File: src/rtl/id_stage_piped.sv
// id_stage_piped: MIPS decode stage plus the ID/EX pipeline register.
// It reads the register file and sign-extends the immediate. BEQ, BNE, J
// and JAL are resolved in ID. Load-use and branch-operand hazards are
// detected here, and the decoded operands are registered for EX.
//
// Optional feature: define ID_BRANCH_FWD_EN to forward mem_data into the
// branch comparator. Without it, a branch operand produced by the EX/MEM
// instruction stalls the branch for one cycle.
//
// Ports
//   clk, rst           clock (rising edge), synchronous active-high reset
//   id_valid           IF/ID holds a real instruction
//   instruction, pc    instruction word and its PC+4
//   wb_we/addr/data    register-file write port (write-back stage)
//   mem_we/addr/data   EX/MEM destination info (mem_data used for forwarding)
//   ex_hold            downstream stall: freeze ID/EX
//   stall, flush       back-pressure and squash towards IF
//   pc_src             0 PC+4, 1 branch target, 2 jump target
//   branch_addr        pc + (sext(imm) << 2)
//   j_addr             {pc[XLEN-1:28], target, 2'b00}
//   ex_*               registered ID/EX payload
module id_stage_piped #(
    parameter int unsigned XLEN  = 32,
    parameter int unsigned NREGS = 32,
    localparam int unsigned RAW  = $clog2(NREGS)
) (
    input  logic            clk,
    input  logic            rst,
    input  logic            id_valid,
    input  logic [31:0]     instruction,
    input  logic [XLEN-1:0] pc,
    input  logic            wb_we,
    input  logic [RAW-1:0]  wb_addr,
    input  logic [XLEN-1:0] wb_data,
    input  logic            mem_we,
    input  logic [RAW-1:0]  mem_addr,
    input  logic [XLEN-1:0] mem_data,
    input  logic            ex_hold,
    output logic            stall,
    output logic            flush,
    output logic [1:0]      pc_src,
    output logic [XLEN-1:0] branch_addr,
    output logic [XLEN-1:0] j_addr,
    output logic            ex_valid,
    output logic [XLEN-1:0] ex_read1,
    output logic [XLEN-1:0] ex_read2,
    output logic [XLEN-1:0] ex_imm,
    output logic [RAW-1:0]  ex_rs,
    output logic [RAW-1:0]  ex_rt,
    output logic [RAW-1:0]  ex_rd,
    output logic [5:0]      ex_opcode,
    output logic [5:0]      ex_funct,
    output logic [RAW-1:0]  ex_dest,
    output logic            ex_reg_write,
    output logic            ex_mem_read
);

    localparam logic [5:0] OP_RTYPE = 6'h00;
    localparam logic [5:0] OP_J     = 6'h02;
    localparam logic [5:0] OP_JAL   = 6'h03;
    localparam logic [5:0] OP_BEQ   = 6'h04;
    localparam logic [5:0] OP_BNE   = 6'h05;
    localparam logic [5:0] OP_ADDI  = 6'h08;
    localparam logic [5:0] OP_SLTI  = 6'h0A;
    localparam logic [5:0] OP_ANDI  = 6'h0C;
    localparam logic [5:0] OP_ORI   = 6'h0D;
    localparam logic [5:0] OP_LW    = 6'h23;
    localparam logic [5:0] FN_JR    = 6'h08;

    // Instruction fields
    logic [5:0]      opcode;
    logic [5:0]      funct;
    logic [RAW-1:0]  rs;
    logic [RAW-1:0]  rt;
    logic [RAW-1:0]  rd;
    logic [15:0]     imm16;
    logic [XLEN-1:0] sext_imm;

    assign opcode   = instruction[31:26];
    assign funct    = instruction[5:0];
    assign rs       = RAW'(instruction[25:21]);
    assign rt       = RAW'(instruction[20:16]);
    assign rd       = RAW'(instruction[15:11]);
    assign imm16    = instruction[15:0];
    assign sext_imm = {{(XLEN-16){imm16[15]}}, imm16};

    // Instruction class decode
    logic is_rtype;
    logic is_branch;
    logic is_jump;
    logic writes_reg;
    logic [RAW-1:0] dest;

    always_comb begin
        is_rtype   = (opcode == OP_RTYPE) && (funct != FN_JR);
        is_branch  = (opcode == OP_BEQ) || (opcode == OP_BNE);
        is_jump    = (opcode == OP_J) || (opcode == OP_JAL);
        writes_reg = is_rtype || (opcode == OP_LW) || (opcode == OP_ADDI) ||
                     (opcode == OP_SLTI) || (opcode == OP_ANDI) ||
                     (opcode == OP_ORI) || (opcode == OP_JAL);
        if (opcode == OP_JAL) begin
            dest = RAW'(31);
        end else if (opcode == OP_RTYPE) begin
            dest = rd;
        end else begin
            dest = rt;
        end
    end

    // Register file; not cleared by reset, register 0 is never written
    logic [XLEN-1:0] regs_q [NREGS];

    always_ff @(posedge clk) begin
        if (wb_we && (wb_addr != '0)) begin
            regs_q[wb_addr] <= wb_data;
        end
    end

    // Combinational reads with write-before-read bypass
    logic [XLEN-1:0] rs_val;
    logic [XLEN-1:0] rt_val;

    always_comb begin
        rs_val = '0;
        if (rs != '0) begin
            rs_val = (wb_we && (wb_addr == rs)) ? wb_data : regs_q[rs];
        end
    end

    always_comb begin
        rt_val = '0;
        if (rt != '0) begin
            rt_val = (wb_we && (wb_addr == rt)) ? wb_data : regs_q[rt];
        end
    end

    // Registered ID/EX payload
    logic            ex_valid_q,     ex_valid_d;
    logic [XLEN-1:0] ex_read1_q,     ex_read1_d;
    logic [XLEN-1:0] ex_read2_q,     ex_read2_d;
    logic [XLEN-1:0] ex_imm_q,       ex_imm_d;
    logic [RAW-1:0]  ex_rs_q,        ex_rs_d;
    logic [RAW-1:0]  ex_rt_q,        ex_rt_d;
    logic [RAW-1:0]  ex_rd_q,        ex_rd_d;
    logic [5:0]      ex_opcode_q,    ex_opcode_d;
    logic [5:0]      ex_funct_q,     ex_funct_d;
    logic [RAW-1:0]  ex_dest_q,      ex_dest_d;
    logic            ex_reg_write_q, ex_reg_write_d;
    logic            ex_mem_read_q,  ex_mem_read_d;

    // Hazard detection; register 0 never creates a dependency
    logic ex_hit;
    logic mem_hit_rs;
    logic mem_hit_rt;
    logic load_use;
    logic br_ex_hazard;
    logic br_mem_stall;
    logic hazard;
    logic [XLEN-1:0] cmp_a;
    logic [XLEN-1:0] cmp_b;

    always_comb begin
        ex_hit = (ex_dest_q != '0) && ((ex_dest_q == rs) || (ex_dest_q == rt));
        mem_hit_rs = mem_we && (mem_addr != '0) && (mem_addr == rs);
        mem_hit_rt = mem_we && (mem_addr != '0) && (mem_addr == rt);
        load_use = ex_valid_q && ex_mem_read_q && ex_hit;
        br_ex_hazard = is_branch && ex_valid_q && ex_reg_write_q && ex_hit;
`ifdef ID_BRANCH_FWD_EN
        // EX/MEM result is forwarded into the comparator instead of stalling
        br_mem_stall = 1'b0;
        cmp_a = mem_hit_rs ? mem_data : rs_val;
        cmp_b = mem_hit_rt ? mem_data : rt_val;
`else
        br_mem_stall = is_branch && (mem_hit_rs || mem_hit_rt);
        cmp_a = rs_val;
        cmp_b = rt_val;
`endif
        hazard = id_valid && (load_use || br_ex_hazard || br_mem_stall);
    end

`ifndef ID_BRANCH_FWD_EN
    // mem_data only feeds the comparator when forwarding is built in
    logic unused_mem_data;
    assign unused_mem_data = ^mem_data;
`endif

    // Branch/jump resolution and IF control
    logic resolve_en;
    logic br_taken;

    always_comb begin
        resolve_en  = id_valid && !hazard && !ex_hold;
        br_taken    = ((opcode == OP_BEQ) && (cmp_a == cmp_b)) ||
                      ((opcode == OP_BNE) && (cmp_a != cmp_b));
        stall       = ex_hold || hazard;
        flush       = 1'b0;
        pc_src      = 2'd0;
        branch_addr = pc + {sext_imm[XLEN-3:0], 2'b00};
        j_addr      = {pc[XLEN-1:28], instruction[25:0], 2'b00};
        if (resolve_en && is_jump) begin
            flush  = 1'b1;
            pc_src = 2'd2;
        end else if (resolve_en && br_taken) begin
            flush  = 1'b1;
            pc_src = 2'd1;
        end
    end

    // ID/EX next state: hold > bubble > load
    always_comb begin
        ex_valid_d     = ex_valid_q;
        ex_read1_d     = ex_read1_q;
        ex_read2_d     = ex_read2_q;
        ex_imm_d       = ex_imm_q;
        ex_rs_d        = ex_rs_q;
        ex_rt_d        = ex_rt_q;
        ex_rd_d        = ex_rd_q;
        ex_opcode_d    = ex_opcode_q;
        ex_funct_d     = ex_funct_q;
        ex_dest_d      = ex_dest_q;
        ex_reg_write_d = ex_reg_write_q;
        ex_mem_read_d  = ex_mem_read_q;
        if (ex_hold) begin
            // keep everything
        end else if (hazard) begin
            ex_valid_d     = 1'b0;
            ex_reg_write_d = 1'b0;
            ex_mem_read_d  = 1'b0;
        end else begin
            ex_valid_d     = id_valid;
            ex_read1_d     = rs_val;
            ex_read2_d     = rt_val;
            ex_imm_d       = sext_imm;
            ex_rs_d        = rs;
            ex_rt_d        = rt;
            ex_rd_d        = rd;
            ex_opcode_d    = opcode;
            ex_funct_d     = funct;
            ex_dest_d      = dest;
            ex_reg_write_d = id_valid && writes_reg;
            ex_mem_read_d  = id_valid && (opcode == OP_LW);
        end
    end

    always_ff @(posedge clk) begin
        if (rst) begin
            ex_valid_q     <= 1'b0;
            ex_read1_q     <= '0;
            ex_read2_q     <= '0;
            ex_imm_q       <= '0;
            ex_rs_q        <= '0;
            ex_rt_q        <= '0;
            ex_rd_q        <= '0;
            ex_opcode_q    <= '0;
            ex_funct_q     <= '0;
            ex_dest_q      <= '0;
            ex_reg_write_q <= 1'b0;
            ex_mem_read_q  <= 1'b0;
        end else begin
            ex_valid_q     <= ex_valid_d;
            ex_read1_q     <= ex_read1_d;
            ex_read2_q     <= ex_read2_d;
            ex_imm_q       <= ex_imm_d;
            ex_rs_q        <= ex_rs_d;
            ex_rt_q        <= ex_rt_d;
            ex_rd_q        <= ex_rd_d;
            ex_opcode_q    <= ex_opcode_d;
            ex_funct_q     <= ex_funct_d;
            ex_dest_q      <= ex_dest_d;
            ex_reg_write_q <= ex_reg_write_d;
            ex_mem_read_q  <= ex_mem_read_d;
        end
    end

    assign ex_valid     = ex_valid_q;
    assign ex_read1     = ex_read1_q;
    assign ex_read2     = ex_read2_q;
    assign ex_imm       = ex_imm_q;
    assign ex_rs        = ex_rs_q;
    assign ex_rt        = ex_rt_q;
    assign ex_rd        = ex_rd_q;
    assign ex_opcode    = ex_opcode_q;
    assign ex_funct     = ex_funct_q;
    assign ex_dest      = ex_dest_q;
    assign ex_reg_write = ex_reg_write_q;
    assign ex_mem_read  = ex_mem_read_q;

endmodule

File: config.mk
export PLATFORM = sky130hd
export DESIGN_NAME = id_stage_piped
export DESIGN_NICKNAME = d
export VERILOG_FILES = /design/src/rtl/id_stage_piped.sv
export SDC_FILE = /design/constraint.sdc
export NUM_CORES = 2
export LEC_CHECK = 0
export ABC_AREA = 1
export BUFFER_PORTS_ARGS = -buffer_cell sky130_fd_sc_hd__buf_4
export CAP_MARGIN = 10
export CELL_PAD_IN_SITES_DETAIL_PLACEMENT = 0
export CELL_PAD_IN_SITES_GLOBAL_PLACEMENT = 2
export CORE_MARGIN = 4
export CORE_UTILIZATION = 41
export CTS_BUF_LIST = sky130_fd_sc_hd__clkbuf_16
export CTS_CLUSTER_SIZE = 24
export DETAILED_ROUTE_END_ITERATION = 12
export PLACE_DENSITY_LB_ADDON = 0.1
export SYNTH_ARGS = -nofsm -noshare
export SYNTH_HDL_FRONTEND = slang
export SYNTH_SLANG_ARGS = --single-unit
export TNS_END_PERCENT = 20
File: constraint.sdc
create_clock -name clk -period 6.6 [get_ports clk]
set_input_delay 0.99 -clock clk [delete_from_list [all_inputs] [get_ports clk]]
set_output_delay 0.99 -clock clk [all_outputs]
set_load 0.05 [all_outputs]
======== After elaboration in Yosys (flattened, before gate mapping) ========
Memories as Yosys holds them, arrays and structs flattened.
Index checks and enable logic that the tools add are counted.
word-level totals
  bits of input ports ..................... 144
  bits in writable memories ............... 1024
  bits in registers ....................... 115
  memories ................................ 1
  output and inout port bits .............. 199
  logic and storage cells ................. 95
memories
  name    depth  bits a word  read ports  clocked after memory_dff  write ports  RTL line  RTL
  regs_q  32     32           2           0                         1            111       logic [XLEN-1:0] regs_q [NREGS];
cells by class
  reduce and logical (&&, ||, !) cells .... 46
  bitwise logic cells ..................... 2
  equal/unequal tests ..................... 18
  muxes and demuxes ....................... 15
  add/subtract/negate cells ............... 1
operators by type and width
  operator                                       count
  two-way mux 32 bit                             4
  adder 32 bit                                   1
  == test 32 bit                                 1
  != test 32 bit                                 1
  == test 5 bit                                  6
  nonzero test 5 bit                             5
  == test 6 x 4 -> 1 bit, second input constant  4
  logical AND 1 bit                              23
  logical OR 1 bit                               14
  == test 6 x 2 -> 1 bit, second input constant  2
  == test 6 x 3 -> 1 bit, second input constant  2
  two-way mux 5 bit                              2
  two-way mux 1 bit                              8
  == test 6 bit, second input constant           1
  logical NOT 6 bit                              1
  != test 6 x 4 -> 1 bit, second input constant  1
  logical NOT 1 bit                              2
  two-way mux 2 bit                              1
  inverter 1 bit                                 2
  AND reduction 2 bit                            1

======== Logic depth before layout (Yosys ltp) ========
  depth after elaboration ................. 14
  gate-level depth with buffers ........... 25
  mapped depth without buffers ............ 22

======== Worst setup path after synthesis ========
Ideal clock, no wire load.
  path kind ............................... in2out
  start point ............................. input port instruction[0]
  end point ............................... output port branch_addr[26]
  data required time ...................... 5.610 ns
  setup slack ............................. 1.722 ns
  stages on the path ...................... 14
  data arrival time ....................... 3.888 ns
  cells stage by stage .................... ha_1 -> inv_1 -> fa_1 -> o21ai_0 -> a21boi_0 -> o21ai_0 -> a21oi_1 -> inv_1 -> nand2_1 -> nand2_1 -> a21oi_1 -> o21ai_0 -> a21oi_1 -> xnor2_1
on the way
  word-level cells in the longest chain between the ends .. 1
ends and longest elaborated chain
  item                RTL line  RTL
  start: declaration  30        input logic [31:0] instruction,
  adder 32 bit        198       branch_addr = pc + {sext_imm[XLEN-3:0], 2'b00};
  end: declaration    42        output logic [XLEN-1:0] branch_addr,
No other way between the ends.

======== Worst setup path in the final report ========
  start point ............................. input port instruction[17]
  end point ............................... output port flush
on the way
  word-level cells in the longest chain between the ends .. 13
  elaborated cells between the ends (all ways) .. 30
ends and longest elaborated chain
  item                                                                RTL line  RTL
  branches (longest 12 deep; another with memory read (32 x 32 bit))  -
  two-way mux 1 bit *                                                 200       if (resolve_en && is_jump) begin
  end: declaration                                                    40        output logic flush,
Every way passes the cells marked *.

==> metrics.txt <==
fraction of final layout cells sized beyond drive strength 1 10.3%; Vias/cell 5.74; hold_sp rst; Leak Pwr 28.4 nW; Avg Cell Area, Syn about 8.6 um^2; area of the die 154000 um^2; Max-slew headroom ~14%; Hold Path Class input pin to flip-flop; CP startpoint kind input pin; Post-DP HPWL 140 mm; Reg-to-Reg End ex_read1[2]; setup violators final 0; Clock Skew 0.0401 ns; Syn Inst Count ~7000; Met2 Wirelength approximately 120 mm; detail-routed net length per standard cell 27.3 um; GPL Wtd Cong 0.867; FMAX 0.167 GHz; overall die height roughly 400 um; number of global-route vias before repair just under 50000; Final Max Slew Viols 0; routed length on met3 20.0 mm; Tmin final about 6.0 ns; number of max-cap violations 0; sequential fraction of the synthesis area 54.1%; fin area just under 70000 um^2; crit path DAT around 5 ns; synth unique cells 47; post-route antenna net violation count 0; CTS max path bufs 3; Worst setup startpoint instruction[17]; CTS tree built; TritonRoute pass-1 iters 6; Fin. Hold Viols 0; RSZ-0062 raised after global routing no; Final period util about 91%; PwrDens around 260 nW/um^2; CTS clk-pin slew, worst paths 0.06 ns; WL final 248 mm; Clk Latency, worst-skew pair 0.77 ns; Fillers 14100; Vias 52300; Yosys reg bits 1128; antenna violations before repair 11; Worst R2R Path Depth 10; Iter 0 DRT Violations 5325; Rows 140; total CTS buffers approximately 140; post-cts gate resize count 0; hold path endpoint ex_valid; # IOs 343; Critical Path RT around 5.6 ns; RR Startpoint ex_dest[2]; CTS H-tree lvls 4; crit path capture type primary output; Initial Util between 40% and 50%; CTS Root Cell clkbuf_16; yosys warns 0; Crit Path Max Fanout 55; NumNets Final slightly above 7000; Worst Path Class, Setup input pin to primary output; GRT Util Overall 31.4%; setup TNS 0 ns; first-pass GRT wire length 349 mm; largest net degree at the start of global routing just under 200; placed inst area 64500 um^2; Die W 393 um; Tightest Pin Transition 1.28 ns; CTS Hold Bufs 0; R2R Setup Slk between 3 and 4 ns; drt drc 0; hold depth 2; core area 146000 um^2; setup bufs post-CTS 0; Post-Syn Area 60700 um^2; Top Metal Used met5; grt ovf 0; port bufs 304; Worst VDD drop 0.223 mV; Area Overhead vs Synth 13.3%; WL met1 104 mm; run status finished clean; TritonCTS Sinks 1128
==> synthesized netlist by cell type, drive strengths merged <==
cell type	n	area share, %
nor2	298	1.9
nor4	4	0.052
nand2	1753	11
fa	1	0.033
a32o	1	0.016
a21oi	290	2.4
o21ai	295	2.4
xnor2	15	0.22
nor3b	2	0.033
o211ai	486	6.0
a211oi	2	0.025
conb	1	0.0062
ha	29	0.60
dfxtp	104	3.4
nand4	20	0.22
clkbuf	76	0.47
o21bai	4	0.049
buf	477	4.3
a31oi	6	0.062
a21o	4	0.049
a221oi	3	0.043
nand3	1181	9.8
o41ai	1	0.014
xor2	27	0.39
a21boi	6	0.074
edfxtp	1024	51
o22ai	2	0.021
o21a	2	0.025
nor3	17	0.14
or2	57	0.59
o2111ai	3	0.043
inv	830	5.1
==> layout make-up <==
type                    count  area [um^2]  area share [%]
flip-flops and latches   1128        32800            47.7
multi-input cells        4543        22200            32.3
repair buffers            448         3900            5.67
clock buffers             138         3450            5.02
inverters                 830         3150            4.58
well taps                1917         2400            3.49
clock inverters           110          840            1.22
diodes                      4         10.0          0.0146
==> metrics by stage <==
stage	worst slack, ns	power, mW	util (%)	cells	hold slack (ns)
3_5_place_dp	0.603	10.9	44.0	8866	0.474
5_1_grt	0.398	18.7	47.0	9117	0.409
3_3_place_gp	0.682	10.9	44.0	8866	0.466
6_report	0.616	18.1	47.0	9118	0.441
4_1_cts	0.624	18.2	47.0	9114	0.388
2_1_floorplan	1.72	9.84	-	7054	0.689
==> flip-flops by register name (all words and copies together), names as in the netlist <==
name and cells:
regs_q 1024, ex_read1 32, ex_read2 32, ex_imm 16, ex_opcode 6, ex_dest 5, ex_rs 5, ex_rt 5
ex_mem_read 1, ex_reg_write 1, ex_valid 1
==> how the worst max path moves through the flow <==
stage | end | slack [ns] | depth (start not counted)
after floorplan | branch_addr[26] | 1.72 | 14
final | flush | 0.62 | 22
after global routing | flush | 0.40 | 22
after CTS | flush | 0.62 | 22
after global placement | flush | 0.68 | 22
after detailed placement | flush | 0.60 | 22
==> report_power, final <==
part	total [mW]	internal [mW]	leakage [nW]	switching, mW
sequential	7.99	7.93	10.1	0.0611
combinational	2.77	0.731	16.1	2.04
clock	7.34	4.20	2.24	3.14
total	18.1	12.9	28.4	5.24
==> routing by layer <==
metal,global-route usage [%],vias to the layer above
met5,0,-
met4,11.6,6
met3,5.31,455
met2,50.7,2333
met1,42.5,25600
li1,-,24000
==> cells in the final DEF (no fill, tap or decap), types with 27 or more instances in the layout <==
cell,n
o211ai_1,486
buf_4,402
xor2_1,27
or2_2,57
nand3_1,1179
inv_1,854
dfxtp_1,104
conb_1,34
nand2_1,1752
ha_1,29
o21ai_0,278
clkinv_1,31
a21oi_1,289
buf_12,40
clkbuf_16,138
nor2_1,271
edfxtp_1,1024
==> worst max-delay path, cell delays in order <==
cell	delay, ns
buf_8	0.45
inv_8	0.28
nand2_1	0.17
o21ai_0	0.10
nor2_1	0.14
nand3_2	0.52
buf_4	0.43
nand3_1	0.24
nand2_1	0.22
nand3_1	0.12
nand2_1	0.12
inv_1	0.08
nand2_1	0.04
nor2_1	0.09
nand2_1	0.10
nor2_1	0.16
buf_4	0.16
nand2_1	0.05
nand2_1	0.07
nand3_1	0.12
nand2_1	0.09
buf_4	0.19
==> cell families after synthesis <==
| logic type | synth area share [%] |
|---|---|
| AOI/OAI and AO/OA | 11.3 |
| buffers and inverters | 9.94 |
| and+or+nand+nor | 23.5 |
| adders and majority gates | 0.631 |
| other | 0.00618 |
| DFF | 54.1 |
| xor gates and xnor gates | 0.606 |
Note: power is estimated with default switching activity, not from simulation.
